===== src/rtl/ibex_pkg.sv =====
// Shared types for the multdiv issue/response controller.
package ibex_pkg;

  typedef enum logic [1:0] {
    MD_OP_MULL = 2'd0,
    MD_OP_MULH = 2'd1,
    MD_OP_DIV  = 2'd2,
    MD_OP_REM  = 2'd3
  } md_op_e;

  typedef enum logic [1:0] {
    MD_CTRL_IDLE  = 2'd0,
    MD_CTRL_BUSY  = 2'd1,
    MD_CTRL_DRAIN = 2'd2,
    MD_CTRL_RESP  = 2'd3
  } md_ctrl_state_e;

  // DIV and REM share the divider; both multiply ops use the multiplier.
  function automatic logic md_is_div(input md_op_e op);
    return op[1];
  endfunction

endpackage


===== src/rtl/ibex_multdiv_result_cache.sv =====
// Single-entry result cache keyed by {operator, signed_mode, op_a, op_b}.
// Only compiled when MULTDIV_CTRL_RESULT_CACHE_EN is defined.
`ifdef MULTDIV_CTRL_RESULT_CACHE_EN
module ibex_multdiv_result_cache (
  input  logic        clk_i,
  input  logic        rst_ni,
  input  logic        fill_i,
  input  logic [67:0] fill_key_i,
  input  logic [31:0] fill_result_i,
  input  logic [67:0] lookup_key_i,
  output logic        hit_o,
  output logic [31:0] hit_result_o
);

  logic        valid_q;
  logic [67:0] key_q;
  logic [31:0] result_q;

  // Valid bit is only ever cleared by reset.
  always_ff @(posedge clk_i or negedge rst_ni) begin
    if (!rst_ni) begin
      valid_q  <= 1'b0;
      key_q    <= 68'd0;
      result_q <= 32'd0;
    end else if (fill_i) begin
      valid_q  <= 1'b1;
      key_q    <= fill_key_i;
      result_q <= fill_result_i;
    end else begin
      valid_q  <= valid_q;
      key_q    <= key_q;
      result_q <= result_q;
    end
  end

  assign hit_o        = valid_q & (key_q == lookup_key_i);
  assign hit_result_o = result_q;

endmodule
`endif


===== src/rtl/ibex_multdiv_ctrl.sv =====
// Issue/response controller in front of ibex_multdiv_fast.
// Optional single-entry result cache: define MULTDIV_CTRL_RESULT_CACHE_EN.
module ibex_multdiv_ctrl
  import ibex_pkg::*;
(
  input  logic        clk_i,
  input  logic        rst_ni,
  input  logic        req_valid_i,
  output logic        req_ready_o,
  input  logic [1:0]  req_operator_i,
  input  logic [1:0]  req_signed_mode_i,
  input  logic [31:0] req_op_a_i,
  input  logic [31:0] req_op_b_i,
  input  logic        kill_i,
  output logic        md_mult_en_o,
  output logic        md_div_en_o,
  output logic [1:0]  md_operator_o,
  output logic [1:0]  md_signed_mode_o,
  output logic [31:0] md_op_a_o,
  output logic [31:0] md_op_b_o,
  input  logic        md_valid_i,
  input  logic [31:0] md_result_i,
  output logic        rsp_valid_o,
  input  logic        rsp_ready_i,
  output logic [31:0] rsp_result_o,
  output logic        busy_o
);

  md_ctrl_state_e state_q, state_d;
  md_op_e         op_q;
  logic [1:0]     sm_q;
  logic [31:0]    a_q, b_q, result_q;
  logic           accept, capture, md_en;
  logic           cache_hit;
  logic [31:0]    cache_result;

  assign accept  = (state_q == MD_CTRL_IDLE) & req_valid_i & ~kill_i;
  assign capture = (state_q == MD_CTRL_BUSY) & md_valid_i & ~kill_i;

`ifdef MULTDIV_CTRL_RESULT_CACHE_EN
  ibex_multdiv_result_cache u_result_cache (
    .clk_i        (clk_i),
    .rst_ni       (rst_ni),
    .fill_i       (capture),
    .fill_key_i   ({op_q, sm_q, a_q, b_q}),
    .fill_result_i(md_result_i),
    .lookup_key_i ({req_operator_i, req_signed_mode_i, req_op_a_i, req_op_b_i}),
    .hit_o        (cache_hit),
    .hit_result_o (cache_result)
  );
`else
  assign cache_hit    = 1'b0;
  assign cache_result = 32'd0;
`endif

  // Next-state logic for the issue/response handshake.
  always_comb begin
    state_d = state_q;
    case (state_q)
      MD_CTRL_IDLE: begin
        if (accept) begin
          state_d = cache_hit ? MD_CTRL_RESP : MD_CTRL_BUSY;
        end else begin
          state_d = MD_CTRL_IDLE;
        end
      end
      MD_CTRL_BUSY: begin
        if (md_valid_i) begin
          state_d = kill_i ? MD_CTRL_IDLE : MD_CTRL_RESP;
        end else if (kill_i) begin
          state_d = MD_CTRL_DRAIN;
        end else begin
          state_d = MD_CTRL_BUSY;
        end
      end
      // The unit keeps its FSM state with enable low, so run it to completion.
      MD_CTRL_DRAIN: begin
        if (md_valid_i) begin
          state_d = MD_CTRL_IDLE;
        end else begin
          state_d = MD_CTRL_DRAIN;
        end
      end
      MD_CTRL_RESP: begin
        if (kill_i || rsp_ready_i) begin
          state_d = MD_CTRL_IDLE;
        end else begin
          state_d = MD_CTRL_RESP;
        end
      end
      default: state_d = MD_CTRL_IDLE;
    endcase
  end

  // State register.
  always_ff @(posedge clk_i or negedge rst_ni) begin
    if (!rst_ni) begin
      state_q <= MD_CTRL_IDLE;
    end else begin
      state_q <= state_d;
    end
  end

  // Operand/mode registers, held from accept until the next accept.
  always_ff @(posedge clk_i or negedge rst_ni) begin
    if (!rst_ni) begin
      op_q <= MD_OP_MULL;
      sm_q <= 2'd0;
      a_q  <= 32'd0;
      b_q  <= 32'd0;
    end else if (accept) begin
      op_q <= md_op_e'(req_operator_i);
      sm_q <= req_signed_mode_i;
      a_q  <= req_op_a_i;
      b_q  <= req_op_b_i;
    end else begin
      op_q <= op_q;
      sm_q <= sm_q;
      a_q  <= a_q;
      b_q  <= b_q;
    end
  end

  // Response register: loaded from the unit or from a cache hit.
  always_ff @(posedge clk_i or negedge rst_ni) begin
    if (!rst_ni) begin
      result_q <= 32'd0;
    end else if (capture) begin
      result_q <= md_result_i;
    end else if (accept && cache_hit) begin
      result_q <= cache_result;
    end else begin
      result_q <= result_q;
    end
  end

  assign md_en            = (state_q == MD_CTRL_BUSY) | (state_q == MD_CTRL_DRAIN);
  assign md_div_en_o      = md_en & md_is_div(op_q);
  assign md_mult_en_o     = md_en & ~md_is_div(op_q);
  assign md_operator_o    = op_q;
  assign md_signed_mode_o = sm_q;
  assign md_op_a_o        = a_q;
  assign md_op_b_o        = b_q;
  assign req_ready_o      = (state_q == MD_CTRL_IDLE);
  assign rsp_valid_o      = (state_q == MD_CTRL_RESP);
  assign rsp_result_o     = result_q;
  assign busy_o           = (state_q != MD_CTRL_IDLE);

endmodule


===== config.mk =====
export PLATFORM = sky130hd
export DESIGN_NAME = ibex_multdiv_ctrl
export DESIGN_NICKNAME = d
export VERILOG_FILES = /design/src/rtl/ibex_pkg.sv /design/src/rtl/ibex_multdiv_result_cache.sv /design/src/rtl/ibex_multdiv_ctrl.sv
export SDC_FILE = /design/constraint.sdc
export NUM_CORES = 1
export LEC_CHECK = 0
export BUFFER_PORTS_ARGS = -buffer_cell sky130_fd_sc_hd__buf_2
export CORE_MARGIN = 2
export CORE_UTILIZATION = 46
export CTS_BUF_LIST = sky130_fd_sc_hd__clkbuf_8
export DETAILED_ROUTE_END_ITERATION = 16
export PLACE_DENSITY = 0.82
export SYNTH_ARGS = -nofsm -noshare
export SYNTH_HDL_FRONTEND = slang
export SYNTH_HIERARCHICAL = 1
export SYNTH_SLANG_ARGS = --single-unit

===== constraint.sdc =====
create_clock -name clk_i -period 2.3 [get_ports clk_i]
set_clock_uncertainty 0.15 [all_clocks]
set_input_delay 0.345 -clock clk_i [delete_from_list [all_inputs] [get_ports clk_i]]
set_output_delay 0.345 -clock clk_i [all_outputs]
set_load 0.01 [all_outputs]

==> qor.txt, run 1 <==
status - completed
Post-Syn Area - 0.003969 mm²
worst path arrival time - 2.01 ns
RSZ-0062 raised after global routing - false
WP data required - 2.38 ns
share of layout cells above drive strength 1 - 72.53%
crit start category - register
initial antenna violation count - 0
initial DRC count - 49
CP cell instances - inv_1, ha_1, nand3b_4, buf_12, mux2_2
flop2flop setup slack - 0.37 ns
Top delay family on crit path - flip-flops
Post-route DRC - 0
Syn. warnings - 6
# IOs - 211
gpl congestion - 0.8191
die height - 96.89 µm
# H-tree levels - 3
hold endpoint - md_op_a_o[9]
worst reg2reg path depth - 5
first-pass GRT wire length - 13,610 µm
Power Density - 897.0 mW/mm²
Slew Viols, Final - 0
Syn Nets - 348
GR Util met1 - 20.88%
clock sink count - 102
Buf/Inv on CP - 2
Avg Cell Area, Syn - 16.89 µm²
Setup Crit Path Kind - register to register
CTS Buf Count - 9
headroom to the max-slew limit - 65.57%
overall global routing resource usage - 17.84%
Setup TNS - 0 ns
CP max stage cell - dfrtp_1
Starting Density - 47.82%
vias in the first global route - 2,871
Synth Register Bits - 102
DR pass1 iterations - 4
Final WS setup - 0.3707 ns
Vias/cell - 4.845
CP max stage delay - 0.41 ns
Slew @ Worst Pin - 0.5164 ns
CTS tree - built
Leak - 2.763 nW
drt total wl - 8316 µm
hold path depth - 2
Die Footprint - 0.009387 mm²
CP Capture Type - register
Layout area overhead - 34.55%
Layout fillers - 653
final setup fails - 0
Hold Crit Start - req_op_a_i[9]
port bufs - 210
hpwl dp - 6242 µm
final net count - 563
Cell variety after synth - 18
Yosys top cell by area - dfrtp_1
Setup Buffers After CTS - 0
Final period util - 83.88%
total power - 4.790 mW
clock latency at the later pin of the worst-skew pair - 0.35 ns
R2R Path End - md_op_a_o[1]
maximum fanout along the worst path - 69
post-route ant nets - 0
detailed-route via count - 2,713
largest net degree at the start of global routing - 103
met3 global-route usage - 6.358%
gr ovfl total - 0
Core Area - 0.008299 mm²
FF-to-FF Start - state_q[0]
ANT cells - 0
fmax - 0.5183 GHz
Max Buffers Root-to-Sink - 2
ranking of synthesized cells by area - dfrtp_1 64%, mux2_2 26%, mux2_4 3.4%
Syn Inst Count - 235
CTS Root Cell - clkbuf_8
Post-Place Setup Slack - 0.3944 ns
met2 usage - 30.24%
FP Rows - 33
final hold vios - 0
drt wl/cell - 14.85 µm
Hold Crit Class - input port to register
layer carrying the most global-route usage - met2
register area share after synthesis - 64.31%
post-cts resize count - 0
min cycle time layout - 1.929 ns
Die X-Extent - 96.89 µm
clock transition at the registers of the reported paths - 0.10 ns
top cell type's share of synthesized area - 64.31%
maxcap violations - 0
worst vdd ir - 481.8 µV
## layout by cell type, fill, tap and decap left out, types with 2 or more instances in the layout
cell type,Yosys,layout
clkbuf_8,0,9
buf_12,0,2
mux2_4,9,9
ha_1,7,7
inv_1,5,7
clkinv_4,0,2
buf_4,0,2
dfrtp_1,102,102
mux2_2,91,91
buf_2,8,209
## layout make-up
| class | count | area, µm² | share of cell area [%] |
|---|---|---|---|
| flip-flops and latches | 102 | 2552 | 47.80 |
| well taps | 105 | 131.4 | 2.460 |
| repair buffers | 214 | 1111 | 20.81 |
| inverters | 5 | 18.77 | 0.3515 |
| clock inverters | 7 | 67.56 | 1.265 |
| multi-input cells | 118 | 1335 | 25.00 |
| clock buffers | 9 | 123.9 | 2.320 |
## Yosys cell counts
library cell / n
and2_1: 1
or3b_2: 1
nand3b_1: 1
nor2b_1: 1
ha_1: 7
or4b_2: 1
mux2_4: 9
buf_6: 2
o21ai_0: 1
mux2_2: 91
inv_1: 5
buf_2: 8
nand2b_1: 1
nand3b_4: 1
a31oi_1: 1
nand2_1: 1
dfrtp_1: 102
o211ai_1: 1
## per-layer routing
layer	wire length (µm)	vias to the layer above
li1	-	1239
met1	3222	1315
met2	4174	139
met3	723	20
met4	194	0
met5	0	-
## state kept, by name, indices dropped and copies added (netlist names)
name              count
md_op_a_o            32
md_signed_mode_o      2
state_q               2
md_op_b_o            32
rsp_result_o         32
md_operator_o         2
## logic make-up after synthesis
family / Yosys count / synth area share [%]
and+or+nand+nor: 8 / 1.734
adders and majority gates: 7 / 2.207
buffers and inverters: 15 / 2.049
DFF: 102 / 64.31
AOI/OAI and AO/OA: 3 / 0.4729
muxes: 100 / 29.22
## metrics by stage
stage | cells | hold WS (ns) | instance area (µm²) | utilization (%)
2_1_floorplan | 235 | -0.1006 | 3969 | -
3_3_place_gp | 543 | 0.2967 | 5139 | 61.92
3_5_place_dp | 543 | 0.3043 | 5139 | 61.92
4_1_cts | 560 | 0.05051 | 5340 | 64.34
5_1_grt | 560 | 0.04115 | 5340 | 64.34
6_report | 560 | 0.06477 | 5340 | 64.34
## report_power, final
group	internal, mW	switching (mW)
clock network	0.498	0.595
logic	0.702	0.587
registers	2.21	0.201
total	3.41	1.38
## repair_timing
action	in CTS	in global routing
hold buffers	1	0
hold endpoints to repair	102	0
setup endpoints to repair	0	0
## worst max-delay path by stage
| stage | to | start | slack [ns] | cells past startpoint |
|---|---|---|---|---|
| floorplan | md_op_a_o[10] | state_q[0] | 0.54 | 6 |
| global placement | md_op_a_o[4] | state_q[0] | 0.48 | 5 |
| detailed placement | md_op_a_o[1] | state_q[0] | 0.39 | 5 |
| CTS | md_div_en_o | state_q[0] | 0.35 | 4 |
| global route | md_mult_en_o | state_q[0] | 0.26 | 4 |
| finish | md_op_a_o[1] | state_q[0] | 0.37 | 5 |
No activity file was read; power rests on OpenSTA's default activity.
==> run 2: changes to the inputs <==
CORE_UTILIZATION = 42   (was 46)
PLACE_DENSITY = 0.79   (was 0.82)
clock period = 1.6 ns   (was 2.3 ns; I/O delays follow)
==> qor.txt, run 2 (same netlist as run 1, synthesis figures left out) <==
Setup Crit Path Kind - register to output pin
crit start category - register
clock transition at the registers of the reported paths - 0.10 ns (about the same)
final setup fails - 86 (+86)
Cell Count, Final, Fillers Out - 694 (+24%)
final net count - 691 (+23%)
Layout Utilization - 75.39% (+11 points)
DR pass1 iterations - 4 (unchanged)
FP Rows - 35 (+6.1%)
share of layout cells above drive strength 1 - 63.12% (-9.4 points)
design area - 0.006933 mm² (+30%)
Vias/cell - 4.775 (-1.4%)
commonest non-fill, non-tap cell in the layout - buf_2
ANT cells - 0 (unchanged)
Final WS setup - -0.1433 ns (-0.5140 ns)
worst vdd ir - 726.2 µV (+51%)
worst path arrival time - 1.35 ns (-0.66 ns)
WP data required - 1.21 ns (-1.17 ns)
drt total wl - 12,420 µm (+49%)
Leak - 3.495 nW (+27%)
post-route ant nets - 0 (unchanged)
Die Footprint - 0.01024 mm² (+9.1%)
first-pass GRT wire length - 18,520 µm (+36%)
CP Capture Type - output pin
Final period util - 109.0%
Max Buffers Root-to-Sink - 2 (unchanged)
Area after DPL - 0.005249 mm² (+2.1%)
headroom to the max-slew limit - 81.70% (+16 points)
CTS Buf Count - 9 (unchanged)
detailed-route via count - 3,314 (+22%)
Starting Density - 43.16% (-4.7 points)
clock sink count - 102 (unchanged)
CTS tree - built
total power - 7.514 mW (+57%)
commonest cells after routing, fill and taps aside - 204 x buf_2, 101 x dlygate4sd3_1, 101 x dfrtp_1
status - complete, but fails checks
clock latency at the later pin of the worst-skew pair - 0.34 ns (about the same)
final hold vios - 0 (unchanged)
RSZ-0062 raised after global routing - true
initial antenna violation count - 0 (unchanged)
# H-tree levels - 3 (unchanged)
Slew @ Worst Pin - 0.2745 ns (-0.2419 ns)
largest net degree at the start of global routing - 53 (-49%)
Slew Viols, Final - 0 (unchanged)
Die X-Extent - 101.2 µm (+4.5%)
drt wl/cell - 17.89 µm (+21%)
hpwl dp - 6495 µm (+4.0%)
Power Density - 1084 mW/mm² (+21%)
gr ovfl total - 0 (unchanged)
gpl congestion - 0.8422 (+2.8%)
violated checks - setup timing
Inst Count DP - 556 (+2.4%)
Post-route DRC - 0 (unchanged)
Layout area overhead - 74.68%
Core Area - 0.009196 mm² (+11%)
die height - 101.2 µm (+4.5%)
maxcap violations - 0 (unchanged)
maximum fanout along the worst path - 4 (-94%)
fmax - 0.5736 GHz
WHS - 0.04592 ns (-0.01886 ns)
min cycle time layout - 1.743 ns
overall global routing resource usage - 23.54% (+5.7 points)
port bufs - 210 (unchanged)
# IOs - 211 (unchanged)
initial DRC count - 41 (-16%)
CTS Root Cell - clkbuf_8
Hold Crit Class - input port to register
vias in the first global route - 3,673 (+28%)
[run 2: worst paths after layout]
kind | depth (start not counted) | start | to | slack (ns)
worst max-delay path | 4 | state_q[0] | md_mult_en_o | -0.14
worst min register to register | 1 | md_op_b_o[6] | md_op_b_o[6] | 0.36
max in group asynchronous | 3 | rst_ni | state_q[0] | 0.75
worst max register to register | 7 | state_q[1] | rsp_result_o[2] | -0.10
worst min-delay path | 3 | rsp_ready_i | state_q[1] | 0.05
min in group asynchronous | 2 | rst_ni | rsp_result_o[23] | 0.07
[run 2: stage by stage]
stage | setup WS [ns] | setup TNS (ns)
2_1_floorplan | -0.002589 | -0.07767
3_3_place_gp | 0.009408 | 0
3_5_place_dp | -0.03511 | -1.275
4_1_cts | -0.1569 | -8.040
5_1_grt | -0.1944 | -7.868
6_report | -0.1433 | -4.823
[run 2: repair_timing]
item | CTS | global route
pin swaps | 2 | 2
setup endpoints to repair | 92 | 106
endpoints found under the hold margin | 202 | 0
buffers inserted | 8 | 9
gates resized for setup | 20 | 31
hold buffers | 101 | 0
cloned | 7 | 3
[run 2: critical path, stage by stage (launching register included)]
cell	delay, ns
dfrtp_2	0.43
inv_2	0.07
ha_4	0.27
nor2b_4	0.14
buf_6	0.11
[run 2: metal layers]
layer	global-route usage, %	vias up	wire [µm]
met4	7.588	0	199
met5	0	-	0
li1	-	1512	-
met1	25.21	1640	4573
met3	6.004	17	797
met2	44.93	145	6848
[run 2: power by group]
group          internal (mW)  switching [mW]  total (mW)
logic                   1.36            1.00        2.36
clock network          0.762           0.874        1.64
registers               3.17           0.341        3.52
total                   5.30            2.22        7.51
[run 2: final cells by class]
type / instances / area (µm²)
multi-input combinational: 119 / 1463
sequential: 102 / 2554
tap: 111 / 138.9
fill: 566 / 2263
timing repair buffer: 341 / 2559
clock buffer: 10 / 137.6
inverter: 5 / 18.77
clock inverter: 6 / 62.56
